**config.mk**
```make
export PLATFORM = sky130hd
export DESIGN_NAME = pc_sequencer
export DESIGN_NICKNAME = d
export VERILOG_FILES = /design/src/rtl/pc_sequencer.sv
export SDC_FILE = /design/constraint.sdc
export NUM_CORES = 1
export LEC_CHECK = 0
export CORE_ASPECT_RATIO = 1.25
export CORE_MARGIN = 2
export CORE_UTILIZATION = 44
export DETAILED_ROUTE_END_ITERATION = 7
export PLACE_DENSITY = 0.79
export SLEW_MARGIN = 0
export SYNTH_ARGS = -nofsm -noshare
export SYNTH_HDL_FRONTEND = slang
export SYNTH_SLANG_ARGS = --single-unit
```
**constraint.sdc**
```tcl
create_clock -name clk -period 4.2 [get_ports clk]
set_clock_uncertainty 0.15 [all_clocks]
set_input_delay 0.42 -clock clk [delete_from_list [all_inputs] [get_ports clk]]
set_output_delay 0.42 -clock clk [all_outputs]
set_load 0.1 [all_outputs]
```
**src/rtl/pc_sequencer.sv**
```systemverilog
// pc_sequencer: fetch/execute controller for the Hack CPU.
// Sequences IDLE -> FETCH -> EXEC, strobes pc_inc / pc_load and counts
// retired instructions. All outputs are registered (Moore).
// Optional build macro: HALT_LOOP_DETECT_EN (jump-to-self halts the sequencer).
module pc_sequencer #(
  parameter int unsigned MAX_WAIT = 16,
  parameter int unsigned CNT_W    = 32
) (
  input  logic             clk,
  input  logic             rst,
  input  logic             run,
  input  logic             step,
  input  logic [14:0]      pc_value,
  input  logic [14:0]      a_reg,
  input  logic [15:0]      instr,
  input  logic             instr_valid,
  input  logic             alu_zr,
  input  logic             alu_ng,
  output logic             fetch_req,
  output logic             exec_en,
  output logic             pc_inc,
  output logic             pc_load,
  output logic [14:0]      pc_in,
  output logic             busy,
  output logic             fault,
  output logic             halted,
  output logic [CNT_W-1:0] retired
);

  localparam logic [1:0] S_IDLE  = 2'd0;
  localparam logic [1:0] S_FETCH = 2'd1;
  localparam logic [1:0] S_EXEC  = 2'd2;
  localparam logic [1:0] S_HALT  = 2'd3;

  localparam logic [8:0] LP_MAX_WAIT = 9'(MAX_WAIT);

  logic [1:0]       r_state;
  logic [7:0]       r_wait;
  logic             r_single;
  logic             r_self_loop;
  logic             r_fetch_req;
  logic             r_exec_en;
  logic             r_pc_inc;
  logic             r_pc_load;
  logic [14:0]      r_pc_in;
  logic             r_busy;
  logic             r_fault;
  logic             r_halted;
  logic [CNT_W-1:0] r_retired;

  logic [1:0] w_state_nx;
  logic [7:0] w_wait_nx;
  logic [8:0] w_wait_inc;
  logic       w_single_nx;
  logic       w_fault_set;
  logic       w_enter_exec;
  logic       w_jump_hit;
  logic       w_take;
  logic       w_self;
  logic       w_unused_bits;

  // Jump decision from the instruction word as it is latched (FETCH -> EXEC edge):
  // j1 = less-than, j2 = equal, j3 = greater-than.
  assign w_jump_hit = (instr[2] & alu_ng) |
                      (instr[1] & alu_zr) |
                      (instr[0] & ~alu_ng & ~alu_zr);
  assign w_take     = instr[15] & w_jump_hit;
  assign w_wait_inc = {1'b0, r_wait} + 9'd1;

`ifdef HALT_LOOP_DETECT_EN
  assign w_self        = w_take & (a_reg == pc_value);
  assign w_unused_bits = ^instr[14:3];
`else
  assign w_self        = 1'b0;
  assign w_unused_bits = ^{instr[14:3], pc_value};
`endif

  // Next-state and bookkeeping decisions
  always_comb begin
    w_state_nx  = r_state;
    w_wait_nx   = r_wait;
    w_single_nx = r_single;
    w_fault_set = 1'b0;
    case (r_state)
      S_IDLE: begin
        if (run) begin
          w_state_nx  = S_FETCH;
          w_single_nx = 1'b0;
          w_wait_nx   = '0;
        end else if (step) begin
          w_state_nx  = S_FETCH;
          w_single_nx = 1'b1;
          w_wait_nx   = '0;
        end
      end
      S_FETCH: begin
        if (instr_valid) begin
          w_state_nx = S_EXEC;
        end else if (w_wait_inc == LP_MAX_WAIT) begin
          w_state_nx  = S_HALT;
          w_fault_set = 1'b1;
        end else begin
          w_wait_nx = w_wait_inc[7:0];
        end
      end
      S_EXEC: begin
        if (r_self_loop) begin
          w_state_nx = S_HALT;
        end else if (r_single || !run) begin
          w_state_nx  = S_IDLE;
          w_single_nx = 1'b0;
        end else begin
          w_state_nx = S_FETCH;
          w_wait_nx  = '0;
        end
      end
      default: w_state_nx = S_HALT;
    endcase
  end

  assign w_enter_exec = (r_state == S_FETCH) && (w_state_nx == S_EXEC);

  // State, counters and registered Moore outputs; the strobes of EXEC are
  // decided on the edge that enters EXEC so they appear in that single cycle
  always_ff @(posedge clk) begin
    if (rst) begin
      r_state     <= S_IDLE;
      r_wait      <= '0;
      r_single    <= 1'b0;
      r_self_loop <= 1'b0;
      r_fetch_req <= 1'b0;
      r_exec_en   <= 1'b0;
      r_pc_inc    <= 1'b0;
      r_pc_load   <= 1'b0;
      r_pc_in     <= '0;
      r_busy      <= 1'b0;
      r_fault     <= 1'b0;
      r_halted    <= 1'b0;
      r_retired   <= '0;
    end else begin
      r_state     <= w_state_nx;
      r_wait      <= w_wait_nx;
      r_single    <= w_single_nx;
      r_self_loop <= w_enter_exec & w_self;
      r_fetch_req <= (w_state_nx == S_FETCH);
      r_exec_en   <= (w_state_nx == S_EXEC);
      r_pc_inc    <= w_enter_exec & ~w_take;
      r_pc_load   <= w_enter_exec & w_take;
      r_busy      <= (w_state_nx == S_FETCH) || (w_state_nx == S_EXEC);
      r_halted    <= (w_state_nx == S_HALT);
      if (w_enter_exec && w_take) r_pc_in <= a_reg;
      if (w_enter_exec) r_retired <= r_retired + 1'b1;
      if (w_fault_set) r_fault <= 1'b1;
    end
  end

  assign fetch_req = r_fetch_req;
  assign exec_en   = r_exec_en;
  assign pc_inc    = r_pc_inc;
  assign pc_load   = r_pc_load;
  assign pc_in     = r_pc_in;
  assign busy      = r_busy;
  assign fault     = r_fault;
  assign halted    = r_halted;
  assign retired   = r_retired;

endmodule

```
==> run_results.csv, run 1 <==
group,metric,value,unit
placed_design,pre_cts_slack,751,ps
cts,cts_tree,"yes",
placed_design,dp_hpwl,4.67,mm
min_path,min_from,"pc_in[12]",
drt,drc,0,
floorplanning,ios,107,
sta,fin_ws,690,ps
floorplanning,start_util,45.0,%
min_path,hp-class,"register to register",
sta,timing.fmax,285,MHz
synthesis,ys_ff_latch,65,
sta,finalSetupViolCount,0,
placed_design,place_congestion,0.766,
synthesis,async_flop_share,0,%
drt,viasPerCell,5.23,
critical_path,crit_required,4260,ps
critical_path,start_kind,"register",
synthesis,synth-main-ff-cell,"dfxtp_1",
min_path,hold_path_end,"pc_in[12]",
cts,cts_htree_levels,3,
critical_path,cp.arrival,3570,ps
floorplanning,rows,33,
global_route,grt_pass1_wl,10.5,mm
final_layout,nFillCells,567,
floorplanning,core,0.00648,mm2
critical_path,endpoint_kind,"register",
sta,hold_viol_final,0,
synthesis,synth_cell_types,52,
pwr,vdd_drop_max,0.000209,V
critical_path,path_class,"register to register",
synthesis,synth_area,0.00292,mm2
drt,first_pass_iters,5,
synthesis,ys_seq_area_share,44.6,%
cts,root_buffer,"clkbuf_8",
critical_path,crit_fanout,11,
min_path,hold_depth,2,
placed_design,dp.cells,480,
placed_design,portBuffers,79,
synthesis,avgSynthCellArea,9.01,um2
cts,insertion_delay,340,ps
global_route,grt-ovfl-total,0,
drt,drt_iter0_drc,134,
final_layout,nets,462,
critical_path,r2r-end,"retired[28]",
critical_path,reg2reg_from,"r_wait[0]",
cts,max-clock-path-buffers,2,
cts,cts_hold_buf,0,
drt,wl_per_cell,13.3,um
sta,maxSlewViolCount,0,
sta,worst_pin_slew,1010,ps
global_route,track_usage,18.1,%
drt,postRouteAntennaNets,0,
cts,post-cts-setup-buffers,0,
critical_path,r2r_slack,690,ps
synthesis,ys_warn_count,0,
drt,vias,2593,
synthesis,synth_nets,382,
critical_path,worst_r2r_path_depth,12,
final_layout,area_growth,36.1,%
cts,cts_resized,0,
synthesis,synthCells,324,
sta,finalSetupTns,0,ps
final_layout,n_antenna_cell,0,
global_route,grt_pass1_vias,2346,
floorplanning,die_h,95.1,um
sta,min_period,3510,ps
sta,slew_headroom,32.2,%
drt,wl,6.62,mm
cts,clk_pin_slew,80,ps
sta,rsz0062_at_grt,"false",
floorplanning,die-area,0.00731,mm2
final_layout,utilization,61.3,%
sta,period_share,83.6,%
cts,cts_buffers,9,
status,status,"finished, final reports clean",
pwr,leakagePower,0.00151,uW
cts,cts.sinks,65,
final_layout,final_cells,496,
floorplanning,fp.dieW,76.9,um
pwr,power_density,317,mW/mm2
final_layout,drive_gt1_share,6.85,%
global_route,antenna_found_initial,0,
synthesis,synth_edf_count,0,
job,drv_cap,0,
global_route,grt_max_degree,61,
## critical path, cell delays in order, from the launching register on
cell,delay (ps)
dfxtp_1,470
nand3_2,140
or3_1,370
a221oi_2,270
buf_4,210
o31ai_2,90
inv_1,100
ha_1,290
nand4_1,190
nor4_4,620
nand4_1,220
xor2_1,200
nor2_1,50
## cells in the mapped netlist, drive strengths merged (5+ instances only)
cell type / count / share of area [%]
ha: 5 / 2.1
mux2i: 15 / 5.1
nor3: 8 / 1.4
buf: 5 / 0.90
xnor2: 13 / 3.9
o21ai: 10 / 1.7
nand4: 13 / 3.0
nor2: 60 / 7.7
nand2: 18 / 2.3
nand3: 20 / 3.8
xor2: 15 / 4.5
a21oi: 5 / 0.99
clkbuf: 7 / 0.90
nor2b: 6 / 1.3
dfxtp: 65 / 45
inv: 5 / 0.64
nor4: 5 / 1.8
and4: 8 / 2.4
## kinds of logic after synthesis
family | count (synthesis) | synth area share [%]
AO/OA/AOI/OAI | 30 | 6.99
XOR/XNOR | 28 | 8.40
adder cells (fa/ha/maj) | 5 | 2.14
buffers and inverters | 17 | 2.44
flip-flops | 65 | 44.6
multiplexers | 16 | 5.53
AND/OR/NAND/NOR | 163 | 29.9
## registers in the layout (all words and copies together) (netlist names)
name,cells
retired,32
pc_in,15
r_wait,8
r_state,2
busy,1
exec_en,1
fault,1
fetch_req,1
halted,1
pc_inc,1
pc_load,1
r_single,1
## cell usage in the layout (no fill, tap or decap), types with 2 or more instances in the layout
cell type         n
a21oi_1           4
a31oi_1           3
and2_1            3
and3_1            3
and4_1            8
and4b_1           2
buf_4             2
clkbuf_8         10
clkdlybuf4s50_1  78
clkinv_2          2
clkinvlp_4        2
dfxtp_1          65
ha_1              5
inv_1             5
mux2i_1          15
nand2_1          18
nand2b_1          4
nand3_1          18
nand3_2           2
nand4_1          12
nor2_1           60
nor2b_1           6
nor3_1            8
nor3b_1           2
nor4_1            3
o21ai_0           8
o21ai_1           2
o21bai_1          2
o22ai_1           2
or3_1             3
xnor2_1          13
xor2_1           15
## layout make-up
type	count	area [um2]	area share, %
timing repair buffer	81	801	20.2
inverter	5	18.8	0.472
clock buffer	11	141	3.56
tap	87	109	2.74
multi-input combinational	242	1550	38.9
clock inverter	5	55.1	1.39
sequential	65	1300	32.8
## metal layers
metal | share of wire, % | up-vias | routed length (um) | GRT usage (%)
li1 | - | 1295 | - | -
met1 | 42 | 1211 | 2800 | 20.0
met2 | 51 | 74 | 3360 | 31.5
met3 | 4.5 | 13 | 300 | 5.21
met4 | 2.4 | 0 | 162 | 9.70
met5 | 0 | - | 0 | 0
## worst max-delay path by stage
stage	start	endpoint
finish	r_wait[0]	retired[28]
global route	r_wait[0]	retired[30]
CTS	r_wait[0]	retired[26]
detailed placement	r_wait[0]	retired[28]
global placement	r_wait[0]	retired[28]
floorplan	r_wait[4]	retired[27]
## power breakdown
group	total [uW]	internal (uW)	leakage, uW	switching, uW
Clock	529	288	0.0000953	241
Combinational	102	39.4	0.000886	62.5
Sequential	629	623	0.000525	6.58
Total	1260	950	0.00151	310
## stage by stage
stage               area [um2]  total power [uW]  hold slack [ps]
global route              3970              1310              387
finish                    3970              1260              350
global placement          3780               744              326
CTS                       3970              1270              355
floorplan                 2920               705              326
detailed placement        3780               746              330
Power figures use the tool's default switching activity.
==> inputs of run 2 (changes only) <==
- CORE_UTILIZATION: 44 -> 40
- PLACE_DENSITY: 0.79 -> 0.76
- clock period: 4.2 -> 3.11 ns (I/O delays scaled with it)
==> run_results.csv, run 2 (same netlist as run 1, synthesis figures left out) <==
group,metric,value,unit
critical_path,crit_required,3170,ps
critical_path,path_class,"register to register",
global_route,grt_pass1_vias,2409,
global_route,grt_pass1_wl,10.8,mm
sta,period_share,95.5,%
sta,slew_headroom,58.7,%
placed_design,dp.cells,495,
cts,clk_pin_slew,80,ps
drt,first_pass_iters,4,
cts,insertion_delay,340,ps
drt,drc,0,
sta,timing.fmax,337,MHz
floorplanning,core,0.00702,mm2
final_layout,area_growth,35.5,%
sta,worst_pin_slew,618,ps
drt,wl,6.79,mm
cts,cts_resized,0,
critical_path,crit_fanout,9,
global_route,grt-ovfl-total,0,
placed_design,dp_hpwl,4.89,mm
floorplanning,die-area,0.00800,mm2
sta,finalSetupTns,0,ps
critical_path,start_kind,"register",
pwr,leakagePower,0.00169,uW
drt,wl_per_cell,13.3,um
final_layout,utilization,56.4,%
cts,cts_hold_buf,0,
status,status,"finished, final reports clean",
critical_path,r2r_slack,140,ps
job,drv_cap,0,
sta,whs,158,ps
drt,drt_iter0_drc,77,
floorplanning,fp.dieW,80.4,um
final_layout,largest_reg_flops,32,
global_route,antenna_found_initial,0,
min_path,min_from,"rst",
drt,vias,2621,
sta,hold_viol_final,0,
cts,max-clock-path-buffers,2,
pwr,vdd_drop_max,0.000315,V
cts,post-cts-setup-buffers,0,
drt,viasPerCell,5.13,
floorplanning,die_h,99.5,um
final_layout,most-common-layout-cells,"buf_4, dfxtp_1, nor2_1",
cts,cts.sinks,65,
sta,min_period,2970,ps
sta,rsz0062_at_grt,"true",
min_path,hp-class,"input pin to register",
critical_path,startpoint,"r_wait[6]",
cts,cts_htree_levels,3,
floorplanning,start_util,41.6,%
final_layout,final_cells,511,
global_route,grt_max_degree,50,
critical_path,cp.arrival,3030,ps
critical_path,endpoint_kind,"register",
final_layout,layout_commonest_cell,"buf_4",
floorplanning,rows,34,
drt,postRouteAntennaNets,0,
cts,cts_tree,"yes",
cts,cts_buffers,9,
final_layout,drive_gt1_share,23.3,%
placed_design,portBuffers,79,
sta,finalSetupViolCount,0,
global_route,track_usage,17.1,%
final_layout,n_antenna_cell,0,
cts,root_buffer,"clkbuf_8",
critical_path,reg2reg_from,"r_wait[6]",
floorplanning,ios,107,
sta,maxSlewViolCount,0,
placed_design,place_congestion,0.787,
final_layout,nets,474,
pwr,power_density,444,mW/mm2
==> run 2: path summary, 6_finish.rpt <==
check / cells after the start / to
worst max-delay path: 11 / retired[21]
worst min-delay path: 2 / pc_in[10]
worst min register to register: 2 / retired[29]
worst max register to register: 11 / retired[21]
==> run 2: layer usage <==
metal	part of all wire, %	global-route usage, %
met1	41	20.0
met2	52	29.0
met3	5.1	4.54
met4	2.0	7.56
met5	0	0
==> run 2: final cells by class <==
type                       count  area (um2)
multi-input combinational    242        1560
clock buffer                  10         128
inverter                       5        18.8
fill                         633        3060
tap                           90         113
clock inverter                 6        82.6
sequential                    65        1300
timing repair buffer          93         756
==> run 2: where the power goes <==
group          leakage, uW  internal, uW  switching, uW
clock network     0.000106           447            317
registers         0.000525           841           7.69
logic              0.00106          54.4           87.1
total              0.00169          1340            412
==> run 2: critical path, cell delays in order (launching register included) <==
cell and delay, ps:
dfxtp_1 380, nand3_1 100, or3_1 330, a221oi_2 310, o31ai_2 120, inv_1 100, ha_2 210, and4b_2 280
nand4_2 290, nor4_1 340, xnor2_1 170, nor2_1 60
==> run 2: through the flow <==
step                      area, um2  power [uW]  worst slack [ps]
after floorplan                2920         952              13.6
after global placement         3730        1010               167
after detailed placement       3730        1010              97.3
after CTS                      3950        1770              76.5
after global routing           3960        1820             -17.7
final                          3960        1750               139
==> RTL edit 1 (settings of run 2) <==
Build with the macro `HALT_LOOP_DETECT_EN` defined.
--- a/src/rtl/pc_sequencer.sv
+++ b/src/rtl/pc_sequencer.sv
@@ -4,2 +4,4 @@
 // Optional build macro: HALT_LOOP_DETECT_EN (jump-to-self halts the sequencer).
+`define HALT_LOOP_DETECT_EN
+
 module pc_sequencer #(
Behaviour: not the same (Yosys sat finds a counterexample within 4 cycles, from zero or initial values and one cycle with rst high).
==> RTL edit 1 against run 2 <==
- the flow now finishes with violations (negative setup slack)
- worst hold slack improved by 180 ps
- routed wire length increased by 16%
- sequential power increased by 0.9%
- final area increased by 15%
- synthesized area increased by 5.8%
- worst setup slack got worse by 290 ps
- total power decreased by 2.3%
- core utilization increased by 4.9 points
- via count increased by 13%
- die area increased by 5.6%
- sequential cell count increased by 1
- non-clock buffer count increased by 40
- critical endpoint is now retired[26]
- largest cell class unchanged
==> RTL edit 1: results <==
set metrics [dict create \
    dp.cells 553 \
    num-nonclk-buffers 133 \
    routedWlPerCell_um 13.5 \
    buffer_area_frac 0.240 \
    outcome "finished with violations" \
    violations "negative setup slack" \
    fin_tns_setup_ps -507 \
    place.gp.congestion 0.806 \
    hold_slack_ps 340 \
    finalSetupViolCount 6 \
    hold_path.class "flip-flop to flip-flop" \
    port_buffers 94 \
    num-nonclk-inverters 6 \
    synthXorXnorAreaFrac 0.128 \
    cts.sinks 66 \
    place_ws_ps -159 \
    grt_use_met2 0.329 \
    synth_compound_area_frac 0.0664 \
    wl_met2_um 3970 \
    drt-initial-drc-count 106 \
    synth_nets 411 \
    synth.mux.area_fraction 0.0518 \
    ys_top_cells_by_count "dfxtp_1, nor2_1, nand2_1, xor2_1, mux2i_1" \
    synth_cell_type_count 43 \
    netlist_instances 353 \
    r2r-end "retired[26]" \
    setup_ws_ps -149 \
    register_area_mm2 0.00133 \
    grtUsageMet3 0.0618 \
    vias_per_cell 5.09 \
]
[RTL edit 1: metrics by stage]
step	utilization	total power, mW
after floorplan	-	0.977
after global placement	0.559	1.06
after detailed placement	0.559	1.07
after CTS	0.603	1.73
after global routing	0.612	1.78
final	0.612	1.71
[RTL edit 1: worst max path at each step]
stage / startpoint / endpoint / slack [ps] / cells past startpoint
finish: r_wait[4] / retired[26] / -150 / 13
global route: r_wait[4] / retired[26] / -240 / 13
CTS: r_wait[0] / retired[26] / -100 / 14
detailed placement: r_wait[4] / retired[28] / -160 / 13
global placement: r_wait[1] / retired[26] / -110 / 14
floorplan: r_state[0] / retired[30] / -280 / 15
[RTL edit 1: power groups by stage]
stage / sequential, mW / combinational (mW) / clock, mW
floorplan: 0.905 / 0.0718 / 0
global placement: 0.875 / 0.188 / 0
detailed placement: 0.876 / 0.190 / 0
CTS: 0.857 / 0.193 / 0.676
global route: 0.858 / 0.213 / 0.707
finish: 0.857 / 0.195 / 0.663
==> RTL edit 2 (config.mk and constraints of run 2) <==
Made on the original files. Reset style: asynchronous (`rst`), changed in one clocked block.
--- a/src/rtl/pc_sequencer.sv
+++ b/src/rtl/pc_sequencer.sv
@@ -124,3 +124,3 @@
   // decided on the edge that enters EXEC so they appear in that single cycle
-  always_ff @(posedge clk) begin
+  always_ff @(posedge clk or posedge rst) begin
     if (rst) begin
Formal check against the unedited RTL: differs if rst is asserted again (counterexample within 4 cycles, from zero or initial values and one cycle with rst high); with rst held inactive, the same outputs for 10 cycles.
==> RTL edit 2 against run 2 <==
- first-iteration DRC count up 14%
- count of clock-buffer cells in the layout rose by 1
- routed wire length fell by 16%
- non-clock buffer count up 2
- final area about the same
- sequential share of layout area increased by 8.2 points
- synthesized area is 0.39% lower
- sequential cell count is the same
- worst setup slack better by 71 ps
- via count is 18% lower
- highest routed layer unchanged
- maximum frequency increased by 2.5%
- critical path type unchanged
Power is not compared: it rests on default switching activity, and its combinational part moved more than twofold at a synthesized area within 25%.
==> RTL edit 2: results <==
set metrics [dict create \
    outcome "complete, no violations" \
    max-vdd-ir-drop_mv 0.586 \
    place_area_mm2 0.00377 \
    antenna_found_initial 0 \
    slowest_delay_ps 400 \
    synth_cell_type_count 43 \
    synth_ff_type "dfrtp_1" \
    antenna_left 0 \
    worst_path_max_delay_cell "dfrtp_1" \
    wl_met1_um 2440 \
    grt_pass1_wl_um 9830 \
    grt_usage 0.155 \
    synth_area_leaders "dfrtp_1, xnor2_1, mux2_2" \
    drt-initial-drc-count 88 \
    maxSlewHeadroom 0.538 \
    reg2reg_slack_ps 210 \
    worstPathMaxFanout 7 \
    finalWirelength_um 5730 \
    place.gp.congestion 0.734 \
    clk_latency_ps 330 \
    route.vias.total 2149 \
    diodes 0 \
    wl_met2_um 3000 \
    p_leak_nw 1.96 \
    hold_path.class "input port to async pin" \
    fin_nets 399 \
    r2r_cells 13 \
    synth_seq_area_share 0.559 \
    hold_slack_ps 260 \
    layout-drive-gt1-share 0.337 \
    firstDrtPassIters 4 \
    grt_max_degree 35 \
    cts-buffers-inserted 9 \
    r2r-end "retired[29]" \
    async_reset_ff_frac 1.00 \
    grt_pass1_vias 2177 \
    synth_edf_count 0 \
    wl_met3_um 256 \
    crit_start "r_wait[0]" \
    synth_nets 296 \
    routed.top_layer "met4" \
    ctsLongestPathBuffers 2 \
    ys_top_cells_by_count "dfrtp_1, xnor2_1, nand2_1" \
    place_hpwl_um 4220 \
    cp.arrival_ps 2970 \
    cts.htree.levels 3 \
    root_buffer "clkbuf_8" \
    cp_top_family "simple AND/OR/NAND/NOR gates" \
]
-- RTL edit 2: changes by cell type after synthesis, moves of 6 or more --
cell	run 2	this run
mux2i_1	15	1
nor2_1	60	13
nor3_1	8	2
dfxtp_1	65	0
xnor2_1	13	25
clkbuf_1	7	0
xor2_1	15	7
nand4_1	12	4
dfrtp_1	0	65
mux2_2	0	17
-- RTL edit 2: power groups by stage --
stage	sequential [mW]	combinational [mW]	clock [mW]
2_1_floorplan	2.10	0.351	0
3_3_place_gp	1.16	1.70	0
3_5_place_dp	1.16	1.72	0
4_1_cts	1.15	1.72	0.642
5_1_grt	1.17	1.79	0.681
6_report	1.15	1.71	0.618
-- RTL edit 2: cell type report --
cell class | instances | area [um2]
Fill cell | 648 | 3060
Multi-Input combinational cell | 163 | 1230
Tap cell | 90 | 113
Inverter | 7 | 26.3
Clock buffer | 11 | 151
Clock inverter | 3 | 17.5
Timing Repair Buffer | 95 | 788
Sequential cell | 65 | 1630
-- RTL edit 2: repair_timing --
action	in CTS	in global routing
endpoints found under the setup margin	0	6
setup buffers	0	2
hold buffers	0	0
resized for setup	0	1
-- RTL edit 2: worst max path at each step --
stage,cells after the start,slack [ps],to
detailed placement,11,50,retired[22]
CTS,11,40,retired[22]
global route,13,4,retired[29]
finish,13,210,retired[29]
global placement,11,20,retired[22]
floorplan,12,6,retired[22]
-- RTL edit 2: cells by family (layout without fill, tap and decap cells) --
| group | after synthesis | after routing | synth area share |
|---|---|---|---|
| AO/OA/AOI/OAI | 23 | 23 | 0.0512 |
| XOR/XNOR | 33 | 33 | 0.102 |
| adder cells (fa/ha/maj) | 5 | 5 | 0.0215 |
| buffers and inverters | 10 | 116 | 0.0172 |
| flip-flops | 65 | 65 | 0.559 |
| multiplexers | 18 | 18 | 0.0693 |
| AND/OR/NAND/NOR | 84 | 84 | 0.179 |
-- RTL edit 2: layer usage --
metal / vias to the layer above / track usage
met5: - / 0
met4: 0 / 0.0717
met3: 4 / 0.0390
met2: 56 / 0.256
met1: 1047 / 0.188
li1: 1042 / -
-- RTL edit 2: per-stage QoR --
step	total power, mW	util	setup slack, ps	cells
4_1_cts	3.51	0.561	36.7	432
6_report	3.47	0.563	210	434
3_5_place_dp	2.88	0.537	54.2	418
2_1_floorplan	2.45	-	6.03	238
5_1_grt	3.65	0.563	4.04	434
3_3_place_gp	2.86	0.537	24.1	418
